==> config.mk <==
export PLATFORM = sky130hd
export DESIGN_NAME = cla_bist_flat
export DESIGN_NICKNAME = d
export VERILOG_FILES = /design/src/rtl/cla_bist_pkg.sv /design/src/rtl/cla_bist_if.sv /design/src/rtl/cla_bist_ref.sv /design/src/rtl/cla_bist.sv /design/src/flat_wrapper.sv
export SDC_FILE = /design/constraint.sdc
export NUM_CORES = 1
export LEC_CHECK = 0
export ABC_AREA = 1
export CORE_AREA = 5 5 72 74
export DETAILED_ROUTE_END_ITERATION = 6
export DIE_AREA = 0 0 77 79
export PLACE_DENSITY = 0.77
export RECOVER_POWER = 100
export SLEW_MARGIN = 20
export SYNTH_ARGS = -nofsm -noshare
export SYNTH_HDL_FRONTEND = slang
export SYNTH_SLANG_ARGS = --single-unit
==> constraint.sdc <==
create_clock -name clk -period 3 [get_ports clk]
set_input_delay 0.6 -clock clk [delete_from_list [all_inputs] [get_ports clk]]
set_output_delay 0.6 -clock clk [all_outputs]
set_load 0.01 [all_outputs]
==> src/rtl/cla_bist_pkg.sv <==
// rtl/cla_bist_pkg.sv - shared types and widths for the cla_4 BIST sequencer.
package cla_bist_pkg;

  typedef enum logic [1:0] {
    IDLE   = 2'd0,
    DRIVE  = 2'd1,
    SAMPLE = 2'd2,
    DONE   = 2'd3
  } state_t;

  localparam int             VEC_W    = 9;
  localparam logic [VEC_W-1:0] LAST_VEC = 9'd511;
  localparam int             ERR_W    = 10;
  localparam int             CNT_W    = 4;

endpackage

==> src/rtl/cla_bist_if.sv <==
// rtl/cla_bist_if.sv - operand/response and status bundle between the BIST and the adder side.
interface cla_bist_if;

  logic                           start;
  logic [3:0]                     a;
  logic [3:0]                     b;
  logic                           c_in;
  logic [3:0]                     s;
  logic                           g_out;
  logic                           p_out;
  logic                           busy;
  logic                           done;
  logic                           pass;
  logic [cla_bist_pkg::ERR_W-1:0] err_cnt;
  logic [cla_bist_pkg::VEC_W-1:0] fail_vec;

  // master is the BIST sequencer, slave is the adder plus start logic
  modport master (
    input  start, s, g_out, p_out,
    output a, b, c_in, busy, done, pass, err_cnt, fail_vec
  );

  modport slave (
    output start, s, g_out, p_out,
    input  a, b, c_in, busy, done, pass, err_cnt, fail_vec
  );

endinterface

==> src/rtl/cla_bist_ref.sv <==
// rtl/cla_bist_ref.sv - golden cla_4 model; g/p outputs exist only with CLA_BIST_GP_CHECK_EN.
module cla_bist_ref (
  input  logic [3:0] a,
  input  logic [3:0] b,
  input  logic       c_in,
`ifdef CLA_BIST_GP_CHECK_EN
  output logic       g_exp,
  output logic       p_exp,
`endif
  output logic [3:0] s_exp
);

  assign s_exp = a + b + {3'b000, c_in};

`ifdef CLA_BIST_GP_CHECK_EN
  // group generate ignores carry-in: it is the carry out of a+b alone
  assign g_exp = ({1'b0, a} + {1'b0, b}) >= 5'd16;
  assign p_exp = &(a ^ b);
`endif

endmodule

==> src/rtl/cla_bist.sv <==
// rtl/cla_bist.sv - exhaustive 512-vector BIST sweep for cla_4; CLA_BIST_GP_CHECK_EN adds g/p compare.
module cla_bist
  import cla_bist_pkg::*;
#(
  parameter int SETTLE       = 1,
  parameter bit STOP_ON_FAIL = 1'b0
) (
  input  logic       clk,
  input  logic       rst_n,
  cla_bist_if.master bus
);

  localparam logic [CNT_W-1:0] SETTLE_LAST = CNT_W'(SETTLE - 1);

  state_t             state;
  state_t             state_nxt;
  logic [VEC_W-1:0]   vec;
  logic [CNT_W-1:0]   settle_cnt;
  logic               fail_seen;
  logic [ERR_W-1:0]   err_cnt;
  logic [VEC_W-1:0]   fail_vec;
  logic               busy;
  logic               done;
  logic               pass;

  logic [3:0]         s_exp;
  logic               mismatch;
  logic               settle_done;
  logic               stop_now;

  logic               accept;
  logic               settle_step;
  logic               compare;
  logic               advance;
  logic               finish;

  assign bus.a        = vec[8:5];
  assign bus.b        = vec[4:1];
  assign bus.c_in     = vec[0];
  assign bus.busy     = busy;
  assign bus.done     = done;
  assign bus.pass     = pass;
  assign bus.err_cnt  = err_cnt;
  assign bus.fail_vec = fail_vec;

`ifdef CLA_BIST_GP_CHECK_EN
  logic g_exp;
  logic p_exp;

  cla_bist_ref u_ref (
    .a     (vec[8:5]),
    .b     (vec[4:1]),
    .c_in  (vec[0]),
    .g_exp (g_exp),
    .p_exp (p_exp),
    .s_exp (s_exp)
  );

  assign mismatch = (bus.s != s_exp) || (bus.g_out != g_exp) || (bus.p_out != p_exp);
`else
  cla_bist_ref u_ref (
    .a     (vec[8:5]),
    .b     (vec[4:1]),
    .c_in  (vec[0]),
    .s_exp (s_exp)
  );

  assign mismatch = (bus.s != s_exp);
`endif

  assign settle_done = (settle_cnt == SETTLE_LAST);
  assign stop_now    = (vec == LAST_VEC) || (STOP_ON_FAIL && mismatch);

  always_ff @(posedge clk or negedge rst_n) begin
    if (!rst_n) begin
      state <= IDLE;
    end else begin
      state <= state_nxt;
    end
  end

  always_comb begin
    state_nxt = state;
    case (state)
      IDLE, DONE: if (bus.start) state_nxt = DRIVE;
      DRIVE:      if (settle_done) state_nxt = SAMPLE;
      SAMPLE:     state_nxt = stop_now ? DONE : DRIVE;
      default:    state_nxt = IDLE;
    endcase
  end

  always_comb begin
    accept      = 1'b0;
    settle_step = 1'b0;
    compare     = 1'b0;
    advance     = 1'b0;
    finish      = 1'b0;
    case (state)
      IDLE, DONE: accept      = bus.start;
      DRIVE:      settle_step = 1'b1;
      SAMPLE: begin
        compare = 1'b1;
        advance = !stop_now;
        finish  = stop_now;
      end
      default: ;
    endcase
  end

  // start while busy never reaches here: accept is only decoded in IDLE/DONE
  always_ff @(posedge clk or negedge rst_n) begin
    if (!rst_n) begin
      vec        <= '0;
      settle_cnt <= '0;
      fail_seen  <= 1'b0;
      err_cnt    <= '0;
      fail_vec   <= '0;
      busy       <= 1'b0;
      done       <= 1'b0;
      pass       <= 1'b0;
    end else if (accept) begin
      vec        <= '0;
      settle_cnt <= '0;
      fail_seen  <= 1'b0;
      err_cnt    <= '0;
      fail_vec   <= '0;
      busy       <= 1'b1;
      done       <= 1'b0;
      pass       <= 1'b0;
    end else begin
      if (settle_step) begin
        settle_cnt <= settle_done ? '0 : settle_cnt + CNT_W'(1);
      end
      if (compare && mismatch) begin
        err_cnt <= err_cnt + ERR_W'(1);
        if (!fail_seen) begin
          fail_vec  <= vec;
          fail_seen <= 1'b1;
        end
      end
      if (advance) begin
        vec <= vec + VEC_W'(1);
      end
      if (finish) begin
        busy <= 1'b0;
        done <= 1'b1;
        pass <= (err_cnt == '0) && !mismatch;
      end
    end
  end

endmodule
==> src/flat_wrapper.sv <==
// flat-port wrapper written by rule: the top's interface ports become plain ports
module cla_bist_flat import cla_bist_pkg::*;
#(
  parameter int SETTLE       = 1,
  parameter bit STOP_ON_FAIL = 1'b0
)
  (clk, rst_n, bus_start, bus_s, bus_g_out, bus_p_out, bus_a, bus_b, bus_c_in, bus_busy, bus_done, bus_pass, bus_err_cnt, bus_fail_vec);
  cla_bist_if bus_i ();
  input  logic clk;
  input  logic rst_n;
  input wire logic [$bits(bus_i.start)-1:0] bus_start;
  input wire logic [$bits(bus_i.s)-1:0] bus_s;
  input wire logic [$bits(bus_i.g_out)-1:0] bus_g_out;
  input wire logic [$bits(bus_i.p_out)-1:0] bus_p_out;
  output wire logic [$bits(bus_i.a)-1:0] bus_a;
  output wire logic [$bits(bus_i.b)-1:0] bus_b;
  output wire logic [$bits(bus_i.c_in)-1:0] bus_c_in;
  output wire logic [$bits(bus_i.busy)-1:0] bus_busy;
  output wire logic [$bits(bus_i.done)-1:0] bus_done;
  output wire logic [$bits(bus_i.pass)-1:0] bus_pass;
  output wire logic [$bits(bus_i.err_cnt)-1:0] bus_err_cnt;
  output wire logic [$bits(bus_i.fail_vec)-1:0] bus_fail_vec;
  assign bus_i.start = bus_start;
  assign bus_i.s = bus_s;
  assign bus_i.g_out = bus_g_out;
  assign bus_i.p_out = bus_p_out;
  assign bus_a = bus_i.a;
  assign bus_b = bus_i.b;
  assign bus_c_in = bus_i.c_in;
  assign bus_busy = bus_i.busy;
  assign bus_done = bus_i.done;
  assign bus_pass = bus_i.pass;
  assign bus_err_cnt = bus_i.err_cnt;
  assign bus_fail_vec = bus_i.fail_vec;
  cla_bist #(.SETTLE(SETTLE), .STOP_ON_FAIL(STOP_ON_FAIL)) u_core (.clk(clk), .rst_n(rst_n), .bus(bus_i));
endmodule
==> results.md, run 1 <==
- Final RePlAce weighted congestion: 0.8447
- Wirelength per Cell: 13.17 um
- DR vias: 1972
- CTS H-tree depth: 2
- Period utilisation layout: between 80% and 90%
- DR vias/cell: 5.245
- Post-Synth Simple-Gate Area: 31.24%
- Post-CTS setup buffers: 0
- Final Hold Violating Endpoints: 0
- Setup CP Type: flop to flop
- Main synth FF type: dfrtp_1
- CP endpoint kind: flop
- Post-synth EDFFs: 0
- Gr busiest metal: met2
- Cts bufs inserted: 5
- Post-synthesis sequential area ratio: a little over two fifths
- Routing usage on met2: between 20 and 30%
- Setup tns final: 0 ns
- Max-capacitance violation count: 1
- DRT Pass-1 Iters: 4
- Die width: 77 um
- Seq cells post-synth: 38
- CTS Buffer Depth: 2
- Worst EP required: 3.16 ns
- Hold slack final: between 0.4 and 0.5 ns
- Power Dens Cells: 438.5 nW/um^2
- Critical Path AT: roughly 2.8 ns
- Worst vdd rail ir drop: about 0.23 mV
- Highest-count cells in the layout ignoring fill and taps: nand2_1 (73), nand3_1 (44), dfrtp_1 (38)
- Adder-cell share of the synthesized area: 7.964%
- Core box area: 4536 um^2
- Status: complete, but fails checks
- Antenna violations before repair: 0
- Final wirelength: approximately 5000 um
- Hold Path Class: flop to flop
- Largest family of logic cells by synthesized area: simple AND/OR/NAND/NOR gates
- Pleak: 1.439 nW
- IO Count: 40
- Drt first-iter violations: 153
- Grt total ovfl: 0
- Met1 Use GR: 23.66%
- DIE HEIGHT: 79 um
- DRT antenna net count: 0
- Failing checks: max-capacitance violations, max-slew violations
- Critical-path top delay cell: fa_1
- Compound-cell area share of the yosys netlist: ~6%
- Setup violations, final: 0
- First-pass GRT wire length: 8942 um
- Vias in the first global route: 1929
- Share of cells above drive strength 1: 4.037%
- CTS tree: yes
- Crit-path cells: fa_1 -> inv_1 -> fa_1 -> xor2_1 -> nand2_1 -> nor2_1 -> nand2_1 -> nand3_2 -> nand2_1 -> nand2_1 -> nand2_1
- Fin crit period: around 2.7 ns
- Reg clk slew, reported paths: approximately 0.07 ns
- Total GRT Usage: 17.88%
- Commonest non-fill, non-tap cell in the layout: nand2_1
- Async SR Flop Fraction: between 90% and 100%
- Mux contribution to synthesized area: 0%
- Worst rel slew slack: -35.64%
- Fin area: between 2000 and 3000 um^2
- Placed Area: 2648 um^2
- Cell area after synthesis: ~2200 um^2
- Clock Skews: 0.007145 ns
- Worst skew pair latency: 0.28 ns
- Number of cells upsized or downsized after cts: 0
- Critical Path Fanout Max: 10
- Die ar.: just over 6000 um^2
- Hold_buf cts: 0
- Synth-to-layout area growth: 21.37%
- CTS sink cnt: 38
- CP Launch Type: flop
- Pwr Total: 0.001187 W
- Root Buffer: clkbuf_8
- Max Fclk: 0.3764 GHz
- Num rows: 25
- Count of distinct cell types in the synthesized netlist: 28
- Detailed placement HPWL: 3590 um
- Post-Synth XOR/XNOR Area: about 4.3%
- Yosys Warn Count: 0
- Worst stage delay on the critical path: 0.49 ns
- RSZ-0062 raised after global routing: no
- Drc violations: 0
- Met3 capacity usage during global routing: roughly 3.6%
- IO Port Bufs: 37
- Starting Density: 49.19%
- Crit path top cell by count: nand2_1
- Post-Synthesis Cells: ~280
- Worst-Margin Slew: 2.035 ns
- Syn_nets: between 300 and 400
- Fin. max-slew vios: 39
- Ant. Diodes: 0
- Syn_area_per_cell: 7.883 um^2
- Nets@finish: 345
- Largest net degree at the start of global routing: 41
==> area by class of cell <==
cell class / count / area (um^2)
repair buffers: 39 / 379.1
flip-flops and latches: 38 / 950.9
clock buffers: 6 / 82.58
well taps: 54 / 67.56
multi-input cells: 200 / 1081
fillers: 409 / 1828
inverters: 39 / 146.4
==> power breakdown <==
group / internal, W / total, W / switching, W
combinational: 0.000120 / 0.000236 / 0.000115
sequential: 0.000549 / 0.000611 / 0.0000617
clock: 0.000177 / 0.000341 / 0.000164
total: 0.000847 / 0.00119 / 0.000341
==> synth_stat cells (3+ instances only) <==
master,n,share of area (%)
nand2_1,72,12
nand3_1,44,9.9
dfrtp_1,38,43
inv_1,37,6.2
nor2_1,15,2.5
ha_1,11,6.2
o21ai_0,11,2.5
a21oi_1,8,1.8
xor2_1,8,3.1
nand3b_1,6,2.0
nor3_1,6,1.3
clkbuf_1,4,0.67
xnor2_1,3,1.2
==> worst paths after layout <==
| check | startpoint | to | slack, ns | cells past startpoint |
|---|---|---|---|---|
| max in group asynchronous | rst_n | u_core.bus.fail_vec[0] | 0.94 | 1 |
| worst max-delay path | u_core.vec[0] | u_core.bus.fail_vec[2] | 0.34 | 11 |
| worst min register to register | u_core.bus.busy | u_core.bus.busy | 0.48 | 2 |
| worst min-delay path | u_core.bus.busy | u_core.bus.busy | 0.48 | 2 |
| min in group asynchronous | rst_n | u_core.state[0] | 0.89 | 1 |
| worst max register to register | u_core.vec[0] | u_core.bus.fail_vec[2] | 0.34 | 11 |
==> registers in the layout, indices dropped and copies added (netlist names) <==
name	count
u_core.bus.busy	1
u_core.bus.done	1
u_core.bus.err_cnt	10
u_core.bus.fail_vec	9
u_core.bus.pass	1
u_core.fail_seen	1
u_core.settle_cnt	4
u_core.state	2
u_core.vec	9
==> worst max-delay path, delay by kind of cell, from the launching register on <==
kind,cells,cell delay [ns]
DFF,1,0.46
xor gates and xnor gates,1,0.16
adders and majority gates,2,0.92
and+or+nand+nor,7,0.90
buffers and inverters,1,0.09
==> layer usage <==
layer | wire length, um | vias up | part of all wire (%)
li1 | - | 991 | -
met1 | 2244 | 929 | 45
met2 | 2457 | 47 | 50
met3 | 199 | 5 | 4.0
met4 | 51 | 0 | 1.0
met5 | 0 | - | 0
==> per-stage QoR <==
stage	util, %	cells	setup WS [ns]
after floorplan	-	283	0.6971
after global routing	59.70	376	0.1054
after CTS	60.19	376	0.4008
after detailed placement	58.37	370	0.4198
after global placement	58.37	370	0.4624
final	59.70	376	0.3433
==> cells by family after synthesis <==
logic type,Yosys count
AO/OA/AOI/OAI,24
XOR/XNOR,11
adder cells (fa/ha/maj),13
buffers and inverters,45
flip-flops,38
AND/OR/NAND/NOR,152
(Power assumes the default switching activity.)
==> run 2: changes to the inputs <==
SKIP_LAST_GASP = 1   (was unset)
SLEW_MARGIN = 30   (was 20)
==> results of run 2 <==
Same layout as run 1: the final DEF is identical, and so are final timing and power.
==> run 3: changes to the inputs <==
CORE_AREA = 5 5 73 75   (was 5 5 72 74)
DIE_AREA = 0 0 78 80   (was 0 0 77 79)
PLACE_DENSITY = 0.75   (was 0.77)
==> run 3 against run 2 <==
Sequential power is essentially flat. First-iteration DRC count shrank 50%. Fmax increased by 1.6%. Final area grew 1.4%. Routed wire length down 2.0%. Worst setup slack better by 0.041 ns. Combinational power about the same. The flow still finishes with violations (max-capacitance violations, max-slew violations). Clock power increased by 30%. Die area up 2.6%. Worst hold slack got worse by 0.0070 ns. Final cell count up 0.80%.
==> results.md, run 3 (synthesis results as in run 1) <==
- Die width: 78 um (+1.3%)
- Vias in the first global route: 1874 (-2.9%)
- First-pass GRT wire length: 8452 um (-5.5%)
- Worst stage delay on the critical path: 0.48 ns (about the same)
- Share of cells above drive strength 1: 4.615% (+0.58 points)
- Fin crit period: 2.616 ns (-0.04061 ns)
- Worst rel slew slack: -34.26% (+1.4 points)
- Root Buffer: clkbuf_8
- Number of cells upsized or downsized after cts: 0 (unchanged)
- Critical-path top delay cell: fa_1
- DRT antenna net count: 0 (unchanged)
- # fillers: 415 (+1.5%)
- RSZ-0062 raised after global routing: no
- Cts bufs inserted: 5 (unchanged)
- Max-capacitance violation count: 1 (unchanged)
- Largest regs: u_core.bus.err_cnt: 10 flops, u_core.bus.fail_vec: 9 flops, u_core.vec: 9 flops
- Clock Skews: 0.006025 ns (-0.001120 ns)
- Critical Path AT: 2.81 ns (about the same)
- Critical Path Fanout Max: 10 (unchanged)
- CTS Buffer Depth: 2 (unchanged)
- IO Port Bufs: 37 (unchanged)
- Commonest non-fill, non-tap cell in the layout: nand2_1
- Worst-Margin Slew: 2.014 ns (-0.02076 ns)
- Max reg flops: 10 (unchanged)
- Max Fclk: 0.3822 GHz (+1.6%)
- Period utilisation layout: 87.20% (-1.4 points)
- Gr busiest metal: met2
- Hold Path Class: flop to flop
- DR vias/cell: 5.140 (-2.0%)
- Num rows: 25 (unchanged)
- Routing usage on met2: 27.05% (-2.8 points)
- Post-CTS setup buffers: 0 (unchanged)
- Cell family with most CP delay: adder cells
- Failing checks: max-capacitance violations, max-slew violations
- Worst vdd rail ir drop: 0.2834 mV (+23%)
- Final wirelength: 4854 um (-2.0%)
- Pleak: 1.450 nW (+0.78%)
- Total GRT Usage: 16.74% (-1.1 points)
- Synth-to-layout area growth: 23.11%
- Worst EP required: 3.19 ns (+0.03 ns)
- Largest Register: u_core.bus.err_cnt
- Setup CP Type: flop to flop
- Met1 Use GR: 20.27% (-3.4 points)
- Starting Density: 48.52% (-0.67 points)
- Met3 capacity usage during global routing: 5.418% (+1.8 points)
- IO Count: 40 (unchanged)
- Final RePlAce weighted congestion: 0.8418 (-0.34%)
- Grt total ovfl: 0 (unchanged)
- Nets@finish: 346 (+0.29%)
- CTS tree: yes
- Detailed placement HPWL: 3618 um (+0.79%)
- CTS sink cnt: 38 (unchanged)
- Setup violations, final: 0 (unchanged)
- Antenna violations before repair: 0 (unchanged)
- CP endpoint kind: flop
- Core box area: 4598 um^2 (+1.4%)
- Worst skew pair latency: 0.30 ns (+0.02 ns)
- Crit-path cells: fa_1 -> inv_1 -> fa_1 -> xor2_1 -> nand2_1 -> nor2_1 -> nand2_1 -> nand3_2 -> nand2_1 -> nand2_1 -> nand2_1
- Highest-count cells in the layout ignoring fill and taps: nand2_1 (73), nand3_1 (44), inv_1 (38), dfrtp_1 (38), dlygate4sd3_1 (31)
- Setup tns final: 0 ns (unchanged)
- CTS H-tree depth: 2 (unchanged)
- Crit path top cell by count: nand2_1
- FF-to-FF Start: u_core.vec[0]
- Final Hold Violating Endpoints: 0 (unchanged)
- Drt first-iter violations: 77 (-50%)
- Power Dens Cells: 469.3 nW/um^2 (+7.0%)
- Wirelength per Cell: 12.81 um (-2.8%)
- Hold_buf cts: 0 (unchanged)
- Fin. max-slew vios: 39 (unchanged)
- DRT Pass-1 Iters: 4 (unchanged)
- Reg clk slew, reported paths: 0.08 ns (about the same)
- Hold slack final: 0.4780 ns (-0.006985 ns)
- Setup crit start: u_core.vec[0]
- Worst Path Buf+Inv: 1 (unchanged)
- Hold Startpoint: u_core.bus.busy
- Register area: 950.9 um^2 (unchanged)
- DR vias: 1948 (-1.2%)
- Drc violations: 0 (unchanged)
- Ant. Diodes: 0 (unchanged)
- Die ar.: 6240 um^2 (+2.6%)
- DIE HEIGHT: 80 um (+1.3%)
- Largest net degree at the start of global routing: 39 (-4.9%)
- CP Launch Type: flop
- Status: complete, but fails checks
- Area occupied by multi-input gates: 1081 um^2 (unchanged)
- R2R Setup Slk: 0.38 ns (+0.04 ns)
run 3: tightest hold or removal path, cell delays in order, from the launching register on:
cell     delay, ns
dfrtp_1       0.35
nand2_1       0.05
nand2_1       0.05
run 3: final timing paths:
check                                    endpoint  cells after the start
min in group asynchronous         u_core.state[0]                      1
setup / recovery           u_core.bus.fail_vec[3]                     11
max in group asynchronous           u_core.vec[5]                      1
hold / removal                    u_core.bus.busy                      2
hold reg to reg                   u_core.bus.busy                      2
setup reg to reg           u_core.bus.fail_vec[3]                     11
run 3: per-stage QoR:
stage | power [W] | utilization [%] | std cells | instance area (um^2) | setup WS [ns]
6_report | 0.001289 | 59.73 | 379 | 2746 | 0.3839
5_1_grt | 0.001360 | 59.73 | 379 | 2746 | 0.2239
4_1_cts | 0.001320 | 60.22 | 379 | 2769 | 0.4346
3_5_place_dp | 0.0008737 | 57.74 | 371 | 2655 | 0.4395
3_3_place_gp | 0.0008687 | 57.74 | 371 | 2655 | 0.4621
2_1_floorplan | 0.0007484 | - | 283 | 2231 | 0.6971
run 3: metal layers:
layer | share of wire, % | routed length (um) | up-vias
met2 | 48 | 2316 | 30
li1 | - | - | 996
met5 | 0 | 0 | -
met4 | 1.8 | 88 | 0
met1 | 46 | 2241 | 913
met3 | 4.3 | 208 | 9
run 3: where the power goes:
group / internal [W] / total (W) / leakage [nW] / switching [W]
Combinational: 0.000119 / 0.000235 / 0.904 / 0.000116
Sequential: 0.000548 / 0.000611 / 0.496 / 0.0000626
Clock: 0.000247 / 0.000443 / 0.0504 / 0.000196
Total: 0.000915 / 0.00129 / 1.45 / 0.000374
run 3: layout make-up:
cell class / instances / area share [%]
Multi-Input combinational cell: 200 / 39.36
Sequential cell: 38 / 34.62
Timing Repair Buffer: 40 / 14.08
Inverter: 39 / 5.330
Clock buffer: 5 / 2.506
Tap cell: 54 / 2.460
Clock inverter: 3 / 1.640
